==> src/rtl/match_ctrl_multi.sv <==
// match_ctrl_multi: multi-channel match arbiter with saturating count, halt and resume.
// Ports:
//   clk          - system clock, rising edge
//   reset        - synchronous active-high reset
//   match_flag   - per-channel match requests, level-sampled
//   halt_flag    - external halt request, level
//   resume       - leave HALT (only looked at in HALT)
//   enable_count - high while in MATCH, decoded from the state register
//   ch_enable    - registered per-channel grant
//   match_count  - saturating total of granted channel-cycles
//   limit_hit    - sticky: HALT was entered because the limit was reached
//   state        - 0 IDLE, 1 MATCH, 2 HALT (3 illegal, recovers to IDLE)
module match_ctrl_multi #(
    parameter int N_CH       = 4,
    parameter int CNT_W      = 8,
    parameter int HALT_LIMIT = 0
) (
    input  logic             clk,
    input  logic             reset,
    input  logic [N_CH-1:0]  match_flag,
    input  logic             halt_flag,
    input  logic             resume,
    output logic             enable_count,
    output logic [N_CH-1:0]  ch_enable,
    output logic [CNT_W-1:0] match_count,
    output logic             limit_hit,
    output logic [1:0]       state
);
    typedef enum logic [1:0] {IDLE = 2'd0, MATCH = 2'd1, HALT = 2'd2, ILL = 2'd3} state_t;
    localparam int SW = CNT_W + 5;
    // the state register is kept as plain bits so an illegal encoding can exist and recover
    logic [1:0]       state_q;
    state_t           state_d;
    logic [N_CH-1:0]  ch_q, ch_d;
    logic [CNT_W-1:0] cnt_q, cnt_d, cnt_nx;
    logic             lh_q, lh_d, lim;
    logic [4:0]       pop;
    logic [SW-1:0]    sum;
    always_comb begin
        pop = '0;
        for (int i = 0; i < N_CH; i++) pop = pop + 5'(ch_q[i]);
    end
    // widened sum so saturation is detected instead of wrapping
    assign sum    = {5'b0, cnt_q} + {{(SW-5){1'b0}}, pop};
    assign cnt_nx = (sum > {5'b0, {CNT_W{1'b1}}}) ? {CNT_W{1'b1}} : sum[CNT_W-1:0];
    assign lim    = (HALT_LIMIT != 0) && (cnt_nx >= CNT_W'(HALT_LIMIT));
    always_comb begin
        state_d = state_t'(state_q);
        ch_d    = '0;
        cnt_d   = cnt_q;
        lh_d    = lh_q;
        case (state_q)
            IDLE: begin
                if (halt_flag) state_d = HALT;
                else if (|match_flag) begin
                    state_d = MATCH;
                    ch_d    = match_flag;
                end
            end
            MATCH: begin
                // the grants of the previous edge are counted on every MATCH edge, even when leaving
                cnt_d = cnt_nx;
                if (halt_flag) state_d = HALT;
                else if (lim) begin
                    state_d = HALT;
                    lh_d    = 1'b1;
                end
                else if (|match_flag) ch_d = match_flag;
                else state_d = IDLE;
            end
            HALT: begin
                if (resume && !halt_flag) begin
                    state_d = IDLE;
                    if (lh_q) begin
                        cnt_d = '0;
                        lh_d  = 1'b0;
                    end
                end
            end
            default: state_d = IDLE;
        endcase
    end
    always_ff @(posedge clk) begin
        if (reset) begin
            state_q <= IDLE;
            ch_q    <= '0;
            cnt_q   <= '0;
            lh_q    <= 1'b0;
        end else begin
            state_q <= state_d;
            ch_q    <= ch_d;
            cnt_q   <= cnt_d;
            lh_q    <= lh_d;
        end
    end
    assign enable_count = (state_q == MATCH);
    assign ch_enable    = ch_q;
    assign match_count  = cnt_q;
    assign limit_hit    = lh_q;
    assign state        = state_q;
endmodule

==> config.mk <==
export PLATFORM = sky130hd
export DESIGN_NAME = match_ctrl_multi
export DESIGN_NICKNAME = d
export VERILOG_FILES = /design/src/rtl/match_ctrl_multi.sv
export SDC_FILE = /design/constraint.sdc
export NUM_CORES = 1
export LEC_CHECK = 0
export CORE_ASPECT_RATIO = 1.1
export CORE_MARGIN = 1.5
export CORE_UTILIZATION = 32
export CTS_CLUSTER_DIAMETER = 150
export CTS_CLUSTER_SIZE = 8
export DETAILED_ROUTE_END_ITERATION = 10
export PLACE_DENSITY = 0.7
export SYNTH_ARGS = -nofsm -noshare
export SYNTH_HDL_FRONTEND = slang
export SYNTH_SLANG_ARGS = --single-unit
export TNS_END_PERCENT = 100
==> constraint.sdc <==
create_clock -name clk -period 5.8 [get_ports clk]
set_input_delay 1.16 -clock clk [delete_from_list [all_inputs] [get_ports clk]]
set_output_delay 1.16 -clock clk [all_outputs]
set_load 0.02 [all_outputs]
# Word-level counts from Yosys, hierarchy flattened
# Cells that the tools add are included.
[totals] register_bits=14 elab_cells=33 input_bits=8 out_inout_bits=16
[classes] reduce_logical=9 n_lt_le_gt_ge=1 add_sub_neg=4 bitwise=3 n_eq_ne=5 n_mux=8
[op_table] op="$mux W8" count=2
[op_table] op="$mux W2" count=5
[op_table] op="$add A8 B4 Y9" count=1
[op_table] op="$gt A9 B8 Y1 const B" count=1
[op_table] op="$reduce_or A4 Y1" count=2
[op_table] op="$ne A3 B3 Y1 const B" count=2
[op_table] op="$pmux W2 S3" count=1
[op_table] op="$reduce_and A3 Y1" count=2
[op_table] op="$add A3 B1 Y4" count=1
[op_table] op="$add A2 B1 Y3" count=1
[op_table] op="$not A1 Y1" count=3
[op_table] op="$add A1 B1 Y2" count=1
[op_table] op="$eq A2 B1 Y1 const B" count=1
[op_table] op="$eq A2 B2 Y1 const B" count=1
[op_table] op="$logic_not A2 Y1" count=1
[op_table] op="$ne A2 B2 Y1 const B" count=1
[op_table] op="$reduce_bool A2 Y1" count=1
[op_table] op="$reduce_or A2 Y1" count=1
[op_table] op="$logic_and A1 B1 Y1" count=1
[op_table] op="$logic_not A1 Y1" count=1

# Logic depth before layout (Yosys ltp)
[logic_depth] depth_word=7 ltp_mapped=9 depth_no_buf=8

# Worst setup path after synthesis
# OpenSTA, ideal clock, no wires.
[synth_path] path_kind="flip-flop to flip-flop" start="reg ch_q[1], in the netlist ch_enable[1]" end="reg cnt_q[4], in the netlist match_count[4]" period_less_slack_ns=2.284 t_arrival_ns=2.204 slack_ns=3.516 n_path_buf=1 setup_ns=0.079 path_stages_with_launch=10 path_cell_list="dfxtp_1 -> fa_1 -> inv_1 -> fa_1 -> inv_1 -> fa_1 -> and3_4 -> buf_6 -> and3_4 -> a211oi_2"
[synth_between] elab_chain_len=7
[synth_lines] item="from (decl)" line_no="34" rtl="logic [N_CH-1:0] ch_q, ch_d;"
[synth_lines] item="from (signal assigned)" line_no="91" rtl="ch_q <= ch_d;"
[synth_lines] item="$add A1 B1 Y2 (*)" line_no="41" rtl="for (int i = 0; i < N_CH; i++) pop = pop + 5'(ch_q[i]);"
[synth_lines] item="$add A2 B1 Y3 (*)" line_no="41"
[synth_lines] item="$add A3 B1 Y4 (*)" line_no="41"
[synth_lines] item="$add A8 B4 Y9 (*)" line_no="44" rtl="assign sum = {5'b0, cnt_q} + {{(SW-5){1'b0}}, pop};"
[synth_lines] item="$gt A9 B8 Y1" line_no="45" rtl="assign cnt_nx = (sum > {5'b0, {CNT_W{1'b1}}}) ? {CNT_W{1'b1}} : sum[CNT_W-1:0];"
[synth_lines] item="$mux W8 (*)" line_no="45"
[synth_lines] item="$mux W8 (*)"
[synth_lines] item="to (signal assigned)" line_no="92" rtl="cnt_q <= cnt_d;"
[synth_lines] item="to (decl)" line_no="35" rtl="logic [CNT_W-1:0] cnt_q, cnt_d, cnt_nx;"
# Mark *: on every way between the ends. The rest lies on a longest branch, timed or not. The select of a mux whose other input is x is not followed.
# A chain may end at the register's enable or synchronous reset.

# Worst setup path after layout
[layout_path] start="reg state_q[0], in the netlist state[0]" end="out enable_count"
[layout_between] elab_chain_len=1
[layout_lines] item="from (decl)" line_no="32" rtl="logic [1:0] state_q;"
[layout_lines] item="from (signal assigned)" line_no="90" rtl="state_q <= state_d;"
[layout_lines] item="$eq A2 B1 Y1" line_no="96" rtl="assign enable_count = (state_q == MATCH);"
[layout_lines] item="to (decl)" line_no="23" rtl="output logic enable_count,"
# No other way between the ends.

==> impl_metrics.tcl <==
set metrics [dict create \
    status "finished, final reports clean" \
    antenna_found_initial 0 \
    use_met3_pct 3.18 \
    vias 547 \
    final_cells 114 \
    combPwrFrac_pct 13.2 \
    routed_wl_um 1210 \
    clock_path_buffers 2 \
    cts_buffers 3 \
    slew_viol_final 0 \
    period_share_pct 48.4 \
    post_cts_buffers 0 \
    p_sw_uw 43.5 \
    area_growth_pct 36.3 \
    cp_max_fo 9 \
    syn-num-nets 77 \
    path_class "reg -> out" \
    layout_common_cells "22 x clkdlybuf4s50_1, 14 x dfxtp_1, 6 x inv_1, 6 x a21oi_1, 5 x and2_1" \
    final_util_pct 45.8 \
    finalHoldViolations 0 \
    swShare_pct 24.4 \
    grt_pass1_wl_um 2120 \
    setup_ws_ns 2.99 \
    setup_viol 0 \
    grt_use_met1_pct 15.4 \
    busiest_layer "met2" \
    ios 24 \
    synth_top_cell_by_area "dfxtp_1" \
    grt_max_degree 11 \
    async_flop_share_pct 0 \
    p_int_uw 135 \
    die_w_um 46.7 \
    dr.pass1.iters 4 \
    die_area_um2 2380 \
    cap_violations 0 \
    leakagePower_uw 0.000323 \
    rows 17 \
    via_per_inst 4.80 \
    netlist_instances 65 \
    max_freq_mhz 356 \
    fin_tns_setup_ns 0 \
    gr-usage-met2_pct 19.2 \
    drc 0 \
    drt-wirelength-per-cell_um 10.6 \
    post-place-cells 111 \
    nFillCells 196 \
    rsz0062_at_grt "false" \
    final_net_count 100 \
    final_cell_area_um2 916 \
    synth_seq_cells 14 \
    core_um2 2000 \
    grt_overflow 0 \
    root_buffer "clkbuf_4" \
    gr-usage-all-layers_pct 12.5 \
    syn_area_per_cell_um2 10.3 \
    crit_path_end_kind "output pin" \
    p_per_area_nw_per_um2 195 \
    grt_pass1_vias 531 \
    cts.clk_slew.worst_paths_ns 0.08 \
    die_h_um 51.1 \
    hold_buffers 0 \
    netlist_area_um2 672 \
    yosysSeqAreaShare_pct 41.7 \
    ys_types 28 \
    place_area_um2 893 \
    drive_gt1_share_pct 8.14 \
    dp_hpwl_um 978 \
    crit_required_ns 4.64 \
    start_util_pct 33.6 \
    diodes 0 \
    cp-start-kind "flop" \
    hp-class "reg -> reg" \
    cts-resized-gates 0 \
    synth_edf_count 0 \
    clock_latency_ns 0.28 \
    synth_top_flop_cell "dfxtp_1" \
    final_common_cell "clkdlybuf4s50_1" \
    cts.sink_count 14 \
    fin_skew_ns 0.00298 \
    globalplace.congestion 0.786 \
    port_buffers 22 \
    synthTopCellsByArea "dfxtp_1 42%, fa_1 8.9%, and2_1 4.7%" \
    detail-route-antenna-nets 0 \
    synth_top_area_share_pct 41.7 \
    first_iter_violations 9 \
    power.share.sequential_pct 56.3 \
    yosysWarnings 0 \
    final.min_clock_period_ns 2.81 \
    cts_tree "yes" \
    dp_slack_ns 3.31 \
    p_clk_share_pct 30.5 \
    h-tree-depth 1 \
    worst_ep_arrival_time_ns 1.65 \
    ir_drop_uv 114 \
]
## cell families (layout without fill, tap and decap cells)
group           after synthesis  count (layout)  share of synthesized area (%)
compound gates               17              17                           18.6
xor+xnor                      2               2                           2.61
fa+ha+maj                     4               4                           10.8
buf+inv                      10              31                           8.38
flops                        14              14                           41.7
mux                           1               1                           1.49
other cells                   1               1                          0.558
simple gates                 16              16                           15.8
## power by group through the flow
stage / Clock (uW) / Combinational, uW / Sequential, uW
5_1_grt: 60.0 / 26.2 / 101
3_3_place_gp: 0 / 23.7 / 103
2_1_floorplan: 0 / 9.85 / 106
4_1_cts: 55.7 / 23.8 / 101
6_report: 54.5 / 23.5 / 101
3_5_place_dp: 0 / 23.7 / 103
## per-stage QoR
stage / hold slack [ns] / power, uW
after floorplan: 0.579 / 116
after global placement: 0.446 / 126
after detailed placement: 0.454 / 127
after global routing: 0.487 / 187
after CTS: 0.476 / 180
final: 0.468 / 179
## state kept, by name, summed over array words and instances, names as in the netlist
signal and cells:
ch_enable 4, state 2, match_count 8
## cell usage after synthesis, drive strengths merged (2+ instances only)
library cell and number:
nor2b 2, nor3 2, o2111ai 2, dfxtp 14, and3 2, a311oi 2
buf 3, fa 3, and2 5, inv 6, xor2 2, a211oi 4
a21oi 6
## worst max-delay path, stage by stage, from the launching register on
cell	delay, ns
dfxtp_1	0.35
nor2b_2	0.34
clkdlybuf4s50_1	0.68
## worst paths after layout
path              cells past startpoint  slack (ns)               startpoint                           to
setup reg to reg                      8        3.58  ch_enable[0]$_SDFF_PP0_  match_count[6]$_SDFFE_PP0P_
hold reg to reg                       1        0.47    state[0]$_SDFFE_PP0P_        state[1]$_SDFFE_PP0P_
setup / recovery                      2        2.99    state[0]$_SDFFE_PP0P_                 enable_count
hold / removal                        1        0.47    state[0]$_SDFFE_PP0P_        state[1]$_SDFFE_PP0P_
## per-layer routing
layer,vias up,share of wire [%]
met2,21,48
met3,4,5.7
met4,0,2.3
met5,-,0
li1,274,-
met1,248,44
## area by class of cell
| cell class | count | area, um^2 | area share, % |
|---|---|---|---|
| flip-flops and latches | 14 | 280 | 30.6 |
| multi-input cells | 41 | 335 | 36.6 |
| repair buffers | 22 | 220 | 24.0 |
| inverters | 6 | 22.5 | 2.46 |
| well taps | 28 | 35.0 | 3.83 |
| clock buffers | 3 | 22.5 | 2.46 |
Power figures use the tool's default switching activity.
